## config.mk

```make
export PLATFORM = sky130hd
export DESIGN_NAME = adc_align_ctrl
export DESIGN_NICKNAME = d
export VERILOG_FILES = /design/src/rtl/adc_align_ctrl.sv
export SDC_FILE = /design/constraint.sdc
export NUM_CORES = 1
export LEC_CHECK = 0
export BUFFER_PORTS_ARGS = -buffer_cell sky130_fd_sc_hd__buf_2
export CAP_MARGIN = 10
export CELL_PAD_IN_SITES_DETAIL_PLACEMENT = 1
export CELL_PAD_IN_SITES_GLOBAL_PLACEMENT = 2
export CORE_AREA = 2 2 235 237
export DETAILED_ROUTE_END_ITERATION = 6
export DIE_AREA = 0 0 237 239
export GPL_ROUTABILITY_DRIVEN = 0
export PLACE_DENSITY_LB_ADDON = 0.1
export SYNTH_ARGS = -nofsm -noshare
export SYNTH_HDL_FRONTEND = slang
export SYNTH_SLANG_ARGS = --single-unit
```

## constraint.sdc

```tcl
create_clock -name dclk_neg -period 11.1 [get_ports dclk_neg]
set_input_delay 0.555 -clock dclk_neg [delete_from_list [all_inputs] [get_ports dclk_neg]]
set_output_delay 0.555 -clock dclk_neg [all_outputs]
set_load 0.005 [all_outputs]
```

## src/rtl/adc_align_ctrl.sv

```systemverilog
// Training-pattern alignment controller: sweeps all lane delay taps, tracks the
// longest passing window per lane, then parks each lane at its window centre.
module adc_align_ctrl #(
  parameter int unsigned LANES         = 8,
  parameter int unsigned TAP_WIDTH     = 5,
  parameter int unsigned SETTLE_CYCLES = 16,
  parameter int unsigned CHECK_FRAMES  = 64,
  parameter int unsigned MIN_WINDOW    = 3,
  parameter logic [11:0] TRAIN_PATTERN = 12'hA72
) (
  input  logic                       dclk_neg,
  input  logic                       resetn,
  input  logic                       start,
  input  logic                       frame_en,
  input  logic [LANES*12-1:0]        lane_word,
  output logic                       dly_ld,
  output logic [LANES-1:0]           dly_ce,
  output logic                       dly_inc,
  output logic                       busy,
  output logic                       locked,
  output logic                       fail,
  output logic [LANES-1:0]           lane_err,
  output logic [LANES*TAP_WIDTH-1:0] tap_sel
);

  localparam int unsigned LW      = TAP_WIDTH + 1;
  localparam int unsigned TAP_MAX = (2 ** TAP_WIDTH) - 1;
  localparam int unsigned SW      = $clog2(SETTLE_CYCLES + 1);
  localparam int unsigned FW      = $clog2(CHECK_FRAMES + 1);

  typedef enum logic [3:0] {
    S_IDLE, S_LOAD, S_SETTLE, S_CHECK, S_EVAL, S_STEP,
    S_CENTER, S_RELOAD, S_APPLY, S_DONE, S_FAIL
  } state_t;

  state_t                 state;
  logic [TAP_WIDTH-1:0]   tap;
  logic [SW-1:0]          settle_cnt;
  logic [FW-1:0]          frame_cnt;
  logic [LW-1:0]          apply_k;
  logic [LANES-1:0]       bad;
  logic [TAP_WIDTH-1:0]   run_start  [LANES];
  logic [LW-1:0]          run_len    [LANES];
  logic [TAP_WIDTH-1:0]   best_start [LANES];
  logic [LW-1:0]          best_len   [LANES];
  logic [TAP_WIDTH-1:0]   target     [LANES];

  logic [TAP_WIDTH-1:0]   nxt_start  [LANES];
  logic [LW-1:0]          nxt_len    [LANES];
  logic [TAP_WIDTH-1:0]   ctr_tgt    [LANES];
  logic [LANES-1:0]       word_bad;
  logic [LANES-1:0]       too_short;
  logic [LANES-1:0]       tgt_nz;
  logic [LANES-1:0]       ce_next;
  logic [LANES*TAP_WIDTH-1:0] tgt_flat;
  logic [TAP_WIDTH-1:0]   max_tgt;
  logic [LW-1:0]          k_nxt;

  assign k_nxt = apply_k + LW'(1);

  always_comb begin
    max_tgt  = '0;
    tgt_flat = '0;
    for (int unsigned i = 0; i < LANES; i++) begin
      word_bad[i]  = (lane_word[12*i +: 12] != TRAIN_PATTERN);
      nxt_len[i]   = bad[i] ? '0 : ((run_len[i] == '0) ? LW'(1) : run_len[i] + LW'(1));
      nxt_start[i] = (!bad[i] && run_len[i] == '0) ? tap : run_start[i];
      ctr_tgt[i]   = TAP_WIDTH'(LW'(best_start[i]) + (best_len[i] >> 1));
      too_short[i] = (best_len[i] < LW'(MIN_WINDOW));
      tgt_nz[i]    = (target[i] != '0);
      ce_next[i]   = (LW'(target[i]) > k_nxt);
      tgt_flat[TAP_WIDTH*i +: TAP_WIDTH] = target[i];
      if (target[i] > max_tgt) max_tgt = target[i];
    end
  end

  always_ff @(posedge dclk_neg) begin
    if (!resetn) begin
      state      <= S_IDLE;
      tap        <= '0;
      settle_cnt <= '0;
      frame_cnt  <= '0;
      apply_k    <= '0;
      bad        <= '0;
      dly_ld     <= 1'b0;
      dly_ce     <= '0;
      dly_inc    <= 1'b0;
      busy       <= 1'b0;
      locked     <= 1'b0;
      fail       <= 1'b0;
      lane_err   <= '0;
      tap_sel    <= '0;
      for (int unsigned i = 0; i < LANES; i++) begin
        run_start[i]  <= '0;
        run_len[i]    <= '0;
        best_start[i] <= '0;
        best_len[i]   <= '0;
        target[i]     <= '0;
      end
    end else begin
      // Delay controls default low so every pulse is exactly one cycle wide.
      dly_ld  <= 1'b0;
      dly_ce  <= '0;
      dly_inc <= 1'b0;
      case (state)
        S_IDLE, S_DONE, S_FAIL: begin
          if (start) begin
            locked   <= 1'b0;
            fail     <= 1'b0;
            lane_err <= '0;
            tap_sel  <= '0;
            busy     <= 1'b1;
            tap      <= '0;
            bad      <= '0;
            dly_ld   <= 1'b1;
            for (int unsigned i = 0; i < LANES; i++) begin
              run_start[i]  <= '0;
              run_len[i]    <= '0;
              best_start[i] <= '0;
              best_len[i]   <= '0;
            end
            state <= S_LOAD;
          end
        end
        S_LOAD, S_STEP: begin
          settle_cnt <= '0;
          state      <= S_SETTLE;
        end
        S_SETTLE: begin
          if (settle_cnt == SW'(SETTLE_CYCLES - 1)) begin
            frame_cnt <= '0;
            state     <= S_CHECK;
          end else begin
            settle_cnt <= settle_cnt + SW'(1);
          end
        end
        S_CHECK: begin
          if (frame_en) begin
            bad <= bad | word_bad;
            if (frame_cnt == FW'(CHECK_FRAMES - 1)) state <= S_EVAL;
            else frame_cnt <= frame_cnt + FW'(1);
          end
        end
        S_EVAL: begin
          for (int unsigned i = 0; i < LANES; i++) begin
            run_len[i]   <= nxt_len[i];
            run_start[i] <= nxt_start[i];
            if (nxt_len[i] > best_len[i]) begin
              best_len[i]   <= nxt_len[i];
              best_start[i] <= nxt_start[i];
            end
          end
          bad <= '0;
          if (tap == TAP_WIDTH'(TAP_MAX)) begin
            state <= S_CENTER;
          end else begin
            tap     <= tap + TAP_WIDTH'(1);
            dly_ce  <= '1;
            dly_inc <= 1'b1;
            state   <= S_STEP;
          end
        end
        S_CENTER: begin
          target   <= ctr_tgt;
          lane_err <= too_short;
          if (|too_short) begin
            fail  <= 1'b1;
            busy  <= 1'b0;
            state <= S_FAIL;
          end else begin
            dly_ld <= 1'b1;
            state  <= S_RELOAD;
          end
        end
        S_RELOAD: begin
          // Pulse for k=0 is issued here so APPLY sees one pulse per cycle it lasts.
          apply_k <= '0;
          dly_ce  <= tgt_nz;
          dly_inc <= |tgt_nz;
          state   <= S_APPLY;
        end
        S_APPLY: begin
          if (k_nxt >= LW'(max_tgt)) begin
            tap_sel <= tgt_flat;
            locked  <= 1'b1;
            busy    <= 1'b0;
            state   <= S_DONE;
          end else begin
            apply_k <= k_nxt;
            dly_ce  <= ce_next;
            dly_inc <= |ce_next;
          end
        end
        default: state <= S_IDLE;
      endcase
    end
  end

endmodule

```

### Yosys cells after proc, flatten, opt, wreduce, memory -nomap -nowiden

Memory sizes are Yosys's and may differ from the RTL's.
Cells that the tools add are included.

| word-level totals | value |
|---|---|
| bits of input ports | 100 |
| memories kept | 4 |
| memory bits (writable) | 176 |
| bits in registers | 136 |
| output and inout port bits | 61 |

| cells by class | value |
|---|---|
| add/subtract/negate cells | 20 |
| bitwise gates (word level) | 65 |
| eq/ne operators | 31 |
| reductions and logical operators | 56 |
| mux-type cells | 179 |
| $lt $le $gt $ge | 33 |

Memories:

| name | words | bits a word | read ports | clocked after Yosys merged registers in | wr ports | line | source |
|---|---|---|---|---|---|---|---|
| best_len | 8 | 6 | 8 | 0 | 8 | 45 | `logic [LW-1:0] best_len [LANES];` |
| run_len | 8 | 6 | 8 | 0 | 8 | 43 | `logic [LW-1:0] run_len [LANES];` |
| best_start | 8 | 5 | 8 | 0 | 8 | 44 | `logic [TAP_WIDTH-1:0] best_start [LANES];` |
| run_start | 8 | 5 | 8 | 0 | 8 | 42 | `logic [TAP_WIDTH-1:0] run_start [LANES];` |

Operators by type and width:

| kind | count |
|---|---|
| two-way mux 6 bit | 49 |
| two-way mux 5 bit | 51 |
| != test 12 bit (second input constant) | 8 |
| two-way mux 40 bit | 2 |
| one-hot mux 40 bit (2 select lines) | 1 |
| bitwise OR 1 bit | 64 |
| adder 6 x 1 -> 6 bit (second input constant) | 9 |
| two-way mux 1 bit | 49 |
| greater-than comparator 5 x 6 -> 1 bit | 8 |
| greater-than comparator 6 bit | 8 |
| logical NOT 6 bit | 8 |
| < comparator 6 x 2 -> 1 bit (second input constant) | 8 |
| one-hot mux 8 bit (3 select lines) | 2 |
| adder 5 bit | 8 |
| nonzero test 5 bit | 8 |
| greater-than comparator 5 bit | 7 |
| two-way mux 8 bit | 4 |
| one-hot mux 4 bit (8 select lines) | 1 |
| two-way mux 4 bit | 6 |
| OR reduction 8 bit | 3 |
| two-way mux 7 bit | 3 |
| != test 2 bit (second input constant) | 10 |
| one-hot mux 5 bit (2 select lines) | 2 |
| equality test 4 x 3 -> 1 bit (second input constant) | 4 |
| other kinds (28) | 61 |

### Depth between registers and ports, before layout

| logic depth | value |
|---|---|
| word-level depth | 19 |
| gate-level depth with buffers | 62 |
| mapped depth without buffers | 58 |

### Worst setup path after synthesis

No wires, ideal clock.

| path | value |
|---|---|
| path type | register to register |
| start point | register target[39] (netlist bit) |
| end point | register tap_sel[1] |
| required time | 10.968 ns |
| cell stages (with the launch flop) | 59 |
| library setup time | 0.132 ns |
| buffers on the path | 5 |
| arrival time | 11.117 ns |
| path slack | -0.149 ns |
| period minus slack after synthesis | 11.249 ns |
| path through | dfxtp_1 > inv_1 > ha_1 > a21o_1 > o32a_1 > mux2i_1 > inv_1 > ha_1 > nand2b_1 > a21oi_1 > o22ai_1 > or2_2 > buf_2 > o21ai_0 > ha_1 > nor2b_1 > o31ai_2 > a211o_1 > [23 not listed] > mux2i_1 > ha_1 > nand3_1 > o221ai_1 > o21ai_0 > nand2_1 > o22ai_1 > a21oi_1 > ha_1 > nand2b_1 > a21o_1 > a211o_1 > a2111o_1 > and3_1 > clkbuf_1 > buf_2 > nand3_1 > a21oi_1 |

| on the way | value |
|---|---|
| cells in the longest elaborated chain, start to end | 19 |

Ends and longest elaborated chain:

| element | line | source |
|---|---|---|
| start, declared | 46 | `logic [TAP_WIDTH-1:0] target [LANES];` |
| start signal, assigned | 164 | `target <= ctr_tgt;` |
| greater-than comparator 5 x 1 -> 1 bit | 73 | `if (target[i] > max_tgt) max_tgt = target[i];` |
| two-way mux 5 bit (*) | 73 |  |
| greater-than comparator 5 bit | 73 |  |
| two-way mux 5 bit (*) | 73 |  |
| greater-than comparator 5 bit | 73 |  |
| two-way mux 5 bit (*) | 73 |  |
| greater-than comparator 5 bit | 73 |  |
| two-way mux 5 bit (*) | 73 |  |
| [3 not listed] | n/a |  |
| two-way mux 5 bit (*) | 73 |  |
| greater-than comparator 5 bit | 73 |  |
| two-way mux 5 bit (*) | 73 |  |
| greater-than comparator 5 bit | 73 |  |
| two-way mux 5 bit (*) | 73 |  |
| >= comparator 6 x 5 -> 1 bit (*) | 183 | `if (k_nxt >= LW'(max_tgt)) begin` |
| != test 2 bit (no line) (*) | n/a |  |
| AND reduction 3 bit (no line) (*) | n/a |  |
| end signal, assigned | 184 | `tap_sel <= tgt_flat;` |
| end, declared | 23 | `output logic [LANES*TAP_WIDTH-1:0] tap_sel` |

Every way passes the cells marked *; elsewhere a longest branch is shown, timed or not.
A chain may end at the register's enable or synchronous reset.

### Final worst setup path

| path | value |
|---|---|
| start point | register target[39] (netlist bit) |
| end point | register tap_sel[7] |

The elaborated chain is that of the path after synthesis.

==> metrics <==
clk slew on worst S/H paths roughly 0.06 ns; slowest library cell on the worst path a2111o_1; WL final 55.4 mm; Die H 239 um; PnR Total Power 5.93 mW; f_max a little over 0.09 GHz; cell internal pwr 3.63 mW; Post-synth top flop dfxtp_1; setup TNS 0 ns; combinational cell fraction of total power 52.2%; cts hold-fix bufs 0; min Tclk post-route 10.75 ns; Die X ~240 um; Rel. slew slack around 26%; WP data arrival 11.23 ns; wire per inst 19.0 um; Final Slew Violations 0; Psw between 2 and 2.5 mW; DP Area 19900 um2; most common cell after layout, fill and taps aside nor2_1; Synth area leader edfxtp_1; cells after synthesis 1981; clock skew 0.0240 ns; YS warnings 0; IO Pins 161; Net Count, Synth approximately 2300; endpoint class of the critical path flop; synthesis-stage register bit count 312; synth top area cells edfxtp_1 (25%), dfxtp_1 (17%), ha_1 (13%); Initial Util 33.4%; post-layout util approximately two fifths; Synth top area share 25.5%; 1st-pass router iterations 4; Synth async-reset ratio 0%; fin crit share 96.8%; endpoints failing setup 0; Root Buffer clkbuf_16; row cnt 86; sequential share of the synthesized area a little over two fifths; minimum setup slack among reg-to-reg paths 0.35 ns; critical path class flop to flop; cell leakage power approximately 9.5 nW; Final Hold Viols 0; number of flops mapped to enable cells by yosys 154; M1 WL 25.9 mm; Routed Antenna Nets 0; CTS tree done; status finished clean; vias in the first global route 15500; largest net degree at the start of global routing 72; Worst Setup Start Kind flop; diode count 0; final layout net count 2474; worst slew pin tran between 1 and 1.5 ns; share of layout cells above drive strength 1 19.1%; synthesized area 18100 um2; H-tree depth 2; wire length on met3 1.70 mm; CP peak stage delay 0.48 ns; setup repair after global routing missed its margin true; IO buf count 160; synth unique cells 66; dpl hpwl 39.6 mm; MaxCap Viol Count 0; Area Growth Syn to Fin 21.8%; Pwr per Cell Area 268 nW/um2; grt total ovfl 0; DR iter-0 viols 572; global-route wire length before repair 86.6 mm; hold slack 0.394 ns; CTS Sinks 312; peak supply drop 0.217 mV; clk buf depth 3; Worst Path Max Fanout 8; fin area 22100 um2; GRT Overall Usage 19.4%; Detail Route met2 WL 26.5 mm; die area roughly 57000 um2; via count 14900; net switching fraction of the power 38.7%; hold crit path type input port to flop; vias per cell 5.11; uppermost layer routed met4; Num CTS Buffers 40; sequential share of power 25.6%; most frequent cells in the layout nor2_1 (282), ha_1 (175), buf_2 (160); syn_area_per_cell 9.16 um2; data required time of the critical path 11.58 ns; core area ~54000 um2; antenna violations before repair 1; power share of the clock group between 20% and 30%; Skew-Pair Late Insertion Delay 0.56 ns; drt drc 0
[flip-flops by register name (all words and copies together) (netlist names), 5 cells and up]
| name | cells |
|---|---|
| lane_err | 8 |
| frame_cnt | 7 |
| tap_sel | 40 |
| best_start | 40 |
| apply_k | 6 |
| run_len | 48 |
| run_start | 40 |
| dly_ce | 8 |
| settle_cnt | 5 |
| bad | 8 |
| target | 40 |
| best_len | 48 |
| tap | 5 |
[area by class of cell]
cell class | instances | area, um2
sequential | 312 | 7790
fill | 6214 | 32200
tap | 704 | 881
clock inverter | 12 | 134
clock buffer | 57 | 1190
inverter | 162 | 609
timing repair buffer | 244 | 1600
multi-input combinational | 1424 | 9890
[critical path, delay by kind of cell (launching register included)]
family                     cells  cell delay [ns]
DFF                            1             0.34
adders and majority gates      8             2.27
muxes                          2             0.28
AOI/OAI and AO/OA             28             4.84
and+or+nand+nor               14             1.78
buffers and inverters          9             1.17
[path summary, 6_finish.rpt]
kind                       to          from  cells after the start
setup / recovery   tap_sel[7]    target[39]                     61
hold / removal         bad[0]  lane_word[0]                      5
setup reg to reg   tap_sel[7]    target[39]                     61
hold reg to reg   tap_sel[14]   tap_sel[14]                      2
[per-stage QoR]
stage / worst slack, ns / instances
finish: 0.352 / 2915
global route: -0.235 / 2915
CTS: -0.00691 / 2885
detailed placement: -0.243 / 2812
global placement: 0.169 / 2812
floorplan: 0.0214 / 1981
[metal layers]
metal / up-vias / GRT usage [%]
met1: 7239 / 25.3
met4: 0 / 5.04
li1: 7372 / -
met3: 67 / 2.81
met2: 211 / 33.6
met5: - / 0
[power by group through the flow]
stage | logic [mW] | clock network [mW] | registers, mW
floorplan | 1.73 | 0 | 1.48
global placement | 2.37 | 0 | 1.54
detailed placement | 2.44 | 0 | 1.54
CTS | 2.60 | 1.35 | 1.52
global route | 3.43 | 1.40 | 1.54
finish | 3.09 | 1.31 | 1.52
[what timing repair did]
item                                    in CTS  in global routing
endpoints found under the setup margin      53                 61
buffers inserted                             2                 25
pin swaps                                    3                 67
gates resized for setup                     14                108
gates cloned                                 2                  5
[kinds of logic (layout without fill, tap and decap cells)]
| kind of cell | count (synthesis) | count (layout) | share of synthesized area [%] |
|---|---|---|---|
| compound gates | 372 | 372 | 12.8 |
| xor+xnor | 79 | 79 | 3.81 |
| fa+ha+maj | 190 | 190 | 13.4 |
| buf+inv | 245 | 475 | 5.21 |
| flops | 312 | 312 | 42.9 |
| mux | 53 | 53 | 2.94 |
| simple gates | 730 | 730 | 18.9 |
[synthesized netlist by cell type (all sizes together), types with 6 or more instances]
cell type	n
a211oi	20
nor3	13
o31ai	6
or4	7
a32o	9
nand4	17
o211ai	11
nor2	286
a21o	42
nand2b	26
xor2	40
a21oi	166
o22ai	7
nand2	166
and3	14
ha	182
nor4	11
a31oi	21
nand3	103
o21a	14
inv	162
xnor2	39
o21ai	41
nor2b	18
or2	12
buf	25
clkbuf	58
fa	8
edfxtp	154
a22o	6
nor4bb	24
dfxtp	158
or3	20
mux2i	50
Power figures use the tool's default switching activity.
